`config.mk`:
```
export PLATFORM = sky130hd
export DESIGN_NAME = index_vector_decoder
export DESIGN_NICKNAME = d
export VERILOG_FILES = /design/src/rtl/index_vector_decoder.sv
export SDC_FILE = /design/constraint.sdc
export NUM_CORES = 1
export LEC_CHECK = 0
export BUFFER_PORTS_ARGS = -buffer_cell sky130_fd_sc_hd__buf_2
export CELL_PAD_IN_SITES_DETAIL_PLACEMENT = 0
export CELL_PAD_IN_SITES_GLOBAL_PLACEMENT = 1
export CORE_ASPECT_RATIO = 2
export CORE_MARGIN = 1.5
export CORE_UTILIZATION = 44
export CTS_CLUSTER_DIAMETER = 80
export DETAILED_ROUTE_END_ITERATION = 16
export GPL_ROUTABILITY_DRIVEN = 1
export GPL_TIMING_DRIVEN = 0
export PLACE_DENSITY_LB_ADDON = 0.1
export SLEW_MARGIN = 0
export SYNTH_ARGS = -nofsm -noshare
export SYNTH_HDL_FRONTEND = slang
export SYNTH_SLANG_ARGS = --single-unit
```
`constraint.sdc`:
```
create_clock -name clk -period 3.9 [get_ports clk]
set_input_delay 0.585 -clock clk [delete_from_list [all_inputs] [get_ports clk]]
set_output_delay 0.585 -clock clk [all_outputs]
set_load 0.02 [all_outputs]
```
`src/rtl/index_vector_decoder.sv`:
```
// ---------------------------------------------------------------------------
// index_vector_decoder
//
// Rebuilds an NUM_OUTPUTS-bit mask from a stream of bit indices, one index
// per beat, with the frame closed by in_last. This undoes a serialiser that
// walks a vector by repeated priority encoding. Each rebuilt vector is
// presented on a single-slot registered valid/ready output.
//
// Parameters:
//   NUM_OUTPUTS  width of the rebuilt vector (>= 2)
//   INDEX_WIDTH  width of in_index, derived, leave at default
//   COUNT_WIDTH  width of out_count, derived, leave at default
//
// Ports:
//   clk            clock, all state on rising edge
//   rst            synchronous active-high reset
//   in_valid       in_index / in_last valid
//   in_ready       beat can be accepted (combinational)
//   in_index       bit position to set
//   in_last        final beat of the frame
//   out_valid      out_* fields valid
//   out_ready      consumer accepts the output
//   out_vector     rebuilt vector
//   out_count      number of distinct bits set in out_vector
//   out_range_err  frame contained an index >= NUM_OUTPUTS
//   out_dup_err    frame hit an already-set bit
//                  (only with INDEX_VECTOR_DECODER_DUP_ERR_EN)
//
// Optional feature macro: INDEX_VECTOR_DECODER_DUP_ERR_EN
//
// state  | meaning
// -------+------------------------------------------
// IDLE   | no frame open, next beat starts a frame
// ACTIVE | frame open, beats accumulate until in_last
// ---------------------------------------------------------------------------
module index_vector_decoder #(
  parameter int NUM_OUTPUTS = 16,
  parameter int INDEX_WIDTH = $clog2(NUM_OUTPUTS),
  parameter int COUNT_WIDTH = $clog2(NUM_OUTPUTS + 1)
) (
  input  logic                   clk,
  input  logic                   rst,
  input  logic                   in_valid,
  output logic                   in_ready,
  input  logic [INDEX_WIDTH-1:0] in_index,
  input  logic                   in_last,
  output logic                   out_valid,
  input  logic                   out_ready,
  output logic [NUM_OUTPUTS-1:0] out_vector,
  output logic [COUNT_WIDTH-1:0] out_count,
  output logic                   out_range_err
`ifdef INDEX_VECTOR_DECODER_DUP_ERR_EN
  ,
  output logic                   out_dup_err
`endif
);

  typedef enum logic [0:0] {
    IDLE   = 1'b0,
    ACTIVE = 1'b1
  } state_t;

  // Indices can only exceed NUM_OUTPUTS-1 when NUM_OUTPUTS is not a power
  // of two; one extra bit keeps the compare exact for every legal size.
  localparam logic [INDEX_WIDTH:0] INDEX_LIMIT = NUM_OUTPUTS[INDEX_WIDTH:0];

  state_t state_q;
  state_t state_d;

  logic [NUM_OUTPUTS-1:0] acc_q;
  logic [COUNT_WIDTH-1:0] acc_count_q;
  logic                   acc_err_q;

  logic                   accept;
  logic                   frame_end;
  logic                   in_range;
  logic [NUM_OUTPUTS-1:0] hit;
  logic                   new_bit;
  logic [NUM_OUTPUTS-1:0] acc_d;
  logic [COUNT_WIDTH-1:0] acc_count_d;
  logic                   acc_err_d;

`ifdef INDEX_VECTOR_DECODER_DUP_ERR_EN
  logic acc_dup_q;
  logic acc_dup_d;
`endif

  assign in_ready  = !rst && (!out_valid || out_ready);
  assign accept    = in_valid && in_ready;
  assign frame_end = accept && in_last;

  // One-hot of the incoming index; an out-of-range index decodes to zero so
  // it contributes nothing to the vector or the count.
  always_comb begin
    in_range = ({1'b0, in_index} < INDEX_LIMIT);
    hit      = '0;
    for (int i = 0; i < NUM_OUTPUTS; i++) begin
      if (in_range && (in_index == INDEX_WIDTH'(i))) begin
        hit[i] = 1'b1;
      end
    end
  end

  // Next accumulator values including the current beat. These are what the
  // output register captures on the last beat, so the last index is counted.
  always_comb begin
    new_bit     = |(hit & ~acc_q);
    acc_d       = acc_q | hit;
    acc_count_d = acc_count_q + {{(COUNT_WIDTH-1){1'b0}}, new_bit};
    acc_err_d   = acc_err_q | !in_range;
  end

`ifdef INDEX_VECTOR_DECODER_DUP_ERR_EN
  always_comb begin
    acc_dup_d = acc_dup_q | (|(hit & acc_q));
  end
`endif

  always_comb begin
    state_d = state_q;
    case (state_q)
      IDLE: begin
        if (accept && !in_last) begin
          state_d = ACTIVE;
        end
      end
      ACTIVE: begin
        if (frame_end) begin
          state_d = IDLE;
        end
      end
      default: state_d = IDLE;
    endcase
  end

  always_ff @(posedge clk) begin
    if (rst) begin
      state_q <= IDLE;
    end else begin
      state_q <= state_d;
    end
  end

  always_ff @(posedge clk) begin
    if (rst) begin
      acc_q       <= '0;
      acc_count_q <= '0;
      acc_err_q   <= 1'b0;
    end else if (accept) begin
      if (in_last) begin
        acc_q       <= '0;
        acc_count_q <= '0;
        acc_err_q   <= 1'b0;
      end else begin
        acc_q       <= acc_d;
        acc_count_q <= acc_count_d;
        acc_err_q   <= acc_err_d;
      end
    end
  end

  // Output slot. A new result may replace one being consumed in the same
  // cycle, which keeps single-beat frames flowing at one per clock.
  always_ff @(posedge clk) begin
    if (rst) begin
      out_valid     <= 1'b0;
      out_vector    <= '0;
      out_count     <= '0;
      out_range_err <= 1'b0;
    end else begin
      if (frame_end) begin
        out_valid     <= 1'b1;
        out_vector    <= acc_d;
        out_count     <= acc_count_d;
        out_range_err <= acc_err_d;
      end else if (out_ready) begin
        out_valid <= 1'b0;
      end
    end
  end

`ifdef INDEX_VECTOR_DECODER_DUP_ERR_EN
  always_ff @(posedge clk) begin
    if (rst) begin
      acc_dup_q   <= 1'b0;
      out_dup_err <= 1'b0;
    end else if (accept) begin
      if (in_last) begin
        acc_dup_q   <= 1'b0;
        out_dup_err <= acc_dup_d;
      end else begin
        acc_dup_q   <= acc_dup_d;
      end
    end
  end
`endif

endmodule

```
## After elaboration in Yosys (flattened, before gate mapping)

Index checks and enable logic that the tools add are counted.

| storage, ports and cells | value |
|---|---|
| flip-flop bits (word level) | 43 |
| logic and storage cells | 53 |

| operators by class | value |
|---|---|
| add/subtract/negate cells | 1 |
| eq/ne operators | 15 |
| muxes and demuxes | 20 |
| bitwise gates (word level) | 3 |
| reductions and logical operators | 9 |

Operators by type and width:

| cell | number |
|---|---|
| $eq A4 B4 Y1 const B | 8 |
| $mux W1 | 18 |
| $and A16 B16 Y16 | 1 |
| $eq A4 B3 Y1 const B | 4 |
| $mux W16 | 1 |
| $not A16 Y16 | 1 |
| $or A16 B16 Y16 | 1 |
| $reduce_or A16 Y1 | 1 |
| $eq A4 B2 Y1 const B | 2 |
| $add A5 B1 Y5 | 1 |
| $mux W5 | 1 |
| $eq A4 B1 Y1 const B | 1 |
| $logic_not A4 Y1 | 1 |
| $logic_and A1 B1 Y1 | 3 |
| $logic_not A1 Y1 | 2 |
| $reduce_bool A2 Y1 | 1 |
| $logic_or A1 B1 Y1 | 1 |

## Longest topological paths before layout

| depth | value |
|---|---|
| depth after elaboration | 6 |
| depth in mapped cells | 12 |

## Least setup slack after synthesis

OpenSTA, ideal clock, no wires.

| timing | value |
|---|---|
| path type | input to register |
| start point | input in_index[2] |
| end point | register acc_count_q[4] |
| setup time | 71 ps |
| arrival | 2,769 ps |
| required time | 3,829 ps |
| setup slack | 1,061 ps |
| stages | 12 |
| cell sequence | buf_6 -> and2_4 -> buf_6 -> a22o_1 -> a221o_1 -> a311o_1 -> ha_1 -> ha_1 -> nand3_1 -> xor2_1 -> or3_1 -> a21oi_1 |

| on the way | value |
|---|---|
| cells in the longest elaborated chain, start to end | 6 |
| elaborated cells between the ends (all ways) | 36 |
| those cells by class | add/sub: 1; eq/ne: 15; mux: 17; bitwise: 1; reduce/logical: 2 |

Ends and longest elaborated chain:

| item | RTL line | text |
|---|---|---|
| from (decl) | 45 | `input logic [INDEX_WIDTH-1:0] in_index,` |
| $eq A4 B1 Y1, or another cell as far along | 98 | `if (in_range && (in_index == INDEX_WIDTH'(i))) begin` |
| $mux W1 | 98 |  |
| $and A16 B16 Y16 (*) | 107 | `new_bit = \|(hit & ~acc_q);` |
| $reduce_or A16 Y1 (*) | 107 |  |
| $add A5 B1 Y5 (*) | 109 | `acc_count_d = acc_count_q + {{(COUNT_WIDTH-1){1'b0}}, new_bit};` |
| $mux W5 (*) | 150 | `if (in_last) begin` |
| to (signal assigned) | 156 | `acc_count_q <= acc_count_d;` |
| to (decl) | 71 | `logic [COUNT_WIDTH-1:0] acc_count_q;` |

Mark *: on every way between the ends. The rest lies on a longest branch, timed or not.
A chain may end at the register's enable or synchronous reset.

## Worst setup path in the final report

| timing | value |
|---|---|
| start point | input in_index[1] |
| end point | register acc_count_q[4] |

Same word-level chain as after synthesis.

==> flow_summary.ini <==
[synth]
synth_flop_cell = dfxtp_1
synth_cell_types = 35
syn-cell-area_um2 = 1870
synth_edf_count = 0
synth_top_area_share_pct = 46.0
synth_xor_area_share_pct = 1.40
synth_simple_gate_area_share_pct = 18.6
netlist_instances = 217
synth_top_family_by_area = compound AO/OA/AOI/OAI gates
syn_nets = 228
synth-compound-area-share_pct = 21.9
synthTopCellsByArea = dfxtp_1, nor2_1, a211oi_1, a21oi_1, a31oi_1
seq_area_frac_synth_pct = 46.0
synth_fa_ha_area_share_pct = 1.34
ys_ff_latch = 43
yosysTopAreaCell = dfxtp_1
ys_warn_count = 0
synth_area_per_cell_um2 = 8.63
synthArstFlopShare_pct = 0
synthMuxAreaShare_pct = 3.94

[placement]
gp_congestion = 0.806
place_hpwl_um = 3620
post-place-ws_ps = 731
portBuffers = 30
dp_cells = 299

[timing]
max_freq_ghz = 0.349
drv_slew = 0
clock_skew_ps = 4.12
period_needed_ps = 2870
worstMarginPinSlew_ps = 744
fin_tns_setup_ps = 0
setup_slack_ps = 1030
rsz0062_at_grt = false
finalCritPeriodShare_pct = 73.5
final_hold_viol_count = 0
relSlewSlack_pct = 49.9
finalSetupViolCount = 0
timing.hold.ws_ps = 469

[global_route]
antenna_found_initial = 0
grt_pass1_wl_um = 7960
grt_pass1_vias = 1616
grt_max_degree = 15
grt_use_total_pct = 22.8
grt.overflow.total = 0

[hold_path]
hold_path_class = reg2reg

[worst_setup_path]
end_kind = register
start_kind = primary input
path_class = in2reg
arrival_ps = 3100
required_ps = 4140
crit_fanout = 10

[clock_network]
htreeDepth = 2
postCtsSetupRepairBufs = 0
cts.sinks = 43
cts.repair.resized = 0
hold_buffers = 0
path_clk_slew_ps = 80
cts-root-buf = clkbuf_8
cts_buffer_depth = 2
cts_tree = done
cts_buffers = 5
clk_latency_ps = 300

[layout]
instances_no_fill = 307
drive_gt1_share_pct = 21.2
diodes = 0
final_common_cell = nor2_1
area_growth_pct = 17.5
final_cell_mix = nor2_1, dfxtp_1, buf_2
layout.nets = 265

[route]
dr.pass1.iters = 5
routed_wl_um = 4790
drc = 0
via_per_inst = 5.40
drt_iter0_drc = 38
postRouteAntennaNets = 0
wl_per_cell_um = 15.6
num_vias = 1658

[floorplanning]
fp.coreArea_um2 = 4090
die_h_um = 95.2
die_w_um = 49.1
die-area_um2 = 4680
ios = 33
initial_core_util_pct = 45.8
rows = 33

[power]
power_mw = 0.929
peakVddDrop_mv = 0.271
power_density_nw_per_um2 = 422
p_leak_nw = 0.865

[status]
status = finished, final reports clean

[job]
maxCapViolations = 0
==> registers in the layout, indices dropped and copies added (netlist names) <==
| signal | count |
|---|---|
| acc_q | 16 |
| out_vector | 16 |
| acc_count_q | 5 |
| out_count | 5 |
| out_valid | 1 |
==> kinds of logic after synthesis <==
logic type,count (synthesis)
other,1
adders and majority gates,2
and+or+nand+nor,75
xor gates and xnor gates,3
muxes,6
AOI/OAI and AO/OA,64
buffers and inverters,23
DFF,43
==> where the power goes <==
group | switching (mW) | total [mW] | internal [mW]
clock | 0.163 | 0.354 | 0.191
sequential | 0.00655 | 0.458 | 0.452
combinational | 0.0756 | 0.117 | 0.0418
total | 0.245 | 0.929 | 0.684
==> layer usage <==
metal / GRT usage [%] / up-vias / part of all wire [%]
met3: 4.39 / 12 / 2.7
met1: 24.0 / 768 / 38
li1: - / 844 / -
met5: 0 / - / 0
met4: 11.2 / 0 / 3.6
met2: 42.1 / 34 / 56
==> final cells by class <==
type                            instances  area (um2)
Tap cell                               52        65.1
Sequential cell                        43         861
Clock inverter                          3        43.8
Fill cell                             397        1890
Inverter                                3        11.3
Buffer                                 20         113
Multi-Input combinational cell        151         887
Clock buffer                            5        68.8
Timing Repair Buffer                   30         150
==> worst paths after layout <==
kind	from	endpoint	slack [ps]	cells after the start
max	in_index[1]	acc_count_q[4]$_SDFFE_PP0P_	1030	11
min	acc_count_q[0]$_SDFFE_PP0P_	acc_count_q[0]$_SDFFE_PP0P_	470	2
max reg2reg	acc_q[3]$_SDFFE_PP0P_	acc_count_q[4]$_SDFFE_PP0P_	1370	10
min reg2reg	acc_count_q[0]$_SDFFE_PP0P_	acc_count_q[0]$_SDFFE_PP0P_	470	2
==> Yosys cell counts (all sizes together), types with 2 or more instances <==
library cell and instances:
buf 11, dfxtp 43, ha 2, nand3 5, nand2 7, nor4 2, inv 3, nor3 2
a31oi 16, a211oi 19, xor2 2, mux2i 4, nor2 46, nor2b 5, o21ai 3, a21oi 21
or3 4, clkbuf 9
==> worst max-delay path, cell delays in order <==
cell and delay, ps:
buf_2 130, clkbuf_1 340, nor2_1 260, a221o_1 340, a311o_1 340, ha_1 210
ha_1 240, nand3_1 120, xor2_1 80, or3_1 300, a21oi_1 140
==> metrics by stage <==
stage	util [%]	instance area, um2
after CTS	53.8	2200
after global routing	53.8	2200
after global placement	51.1	2090
final	53.8	2200
after floorplan	-	1870
after detailed placement	51.1	2090
(Power assumes the default switching activity.)
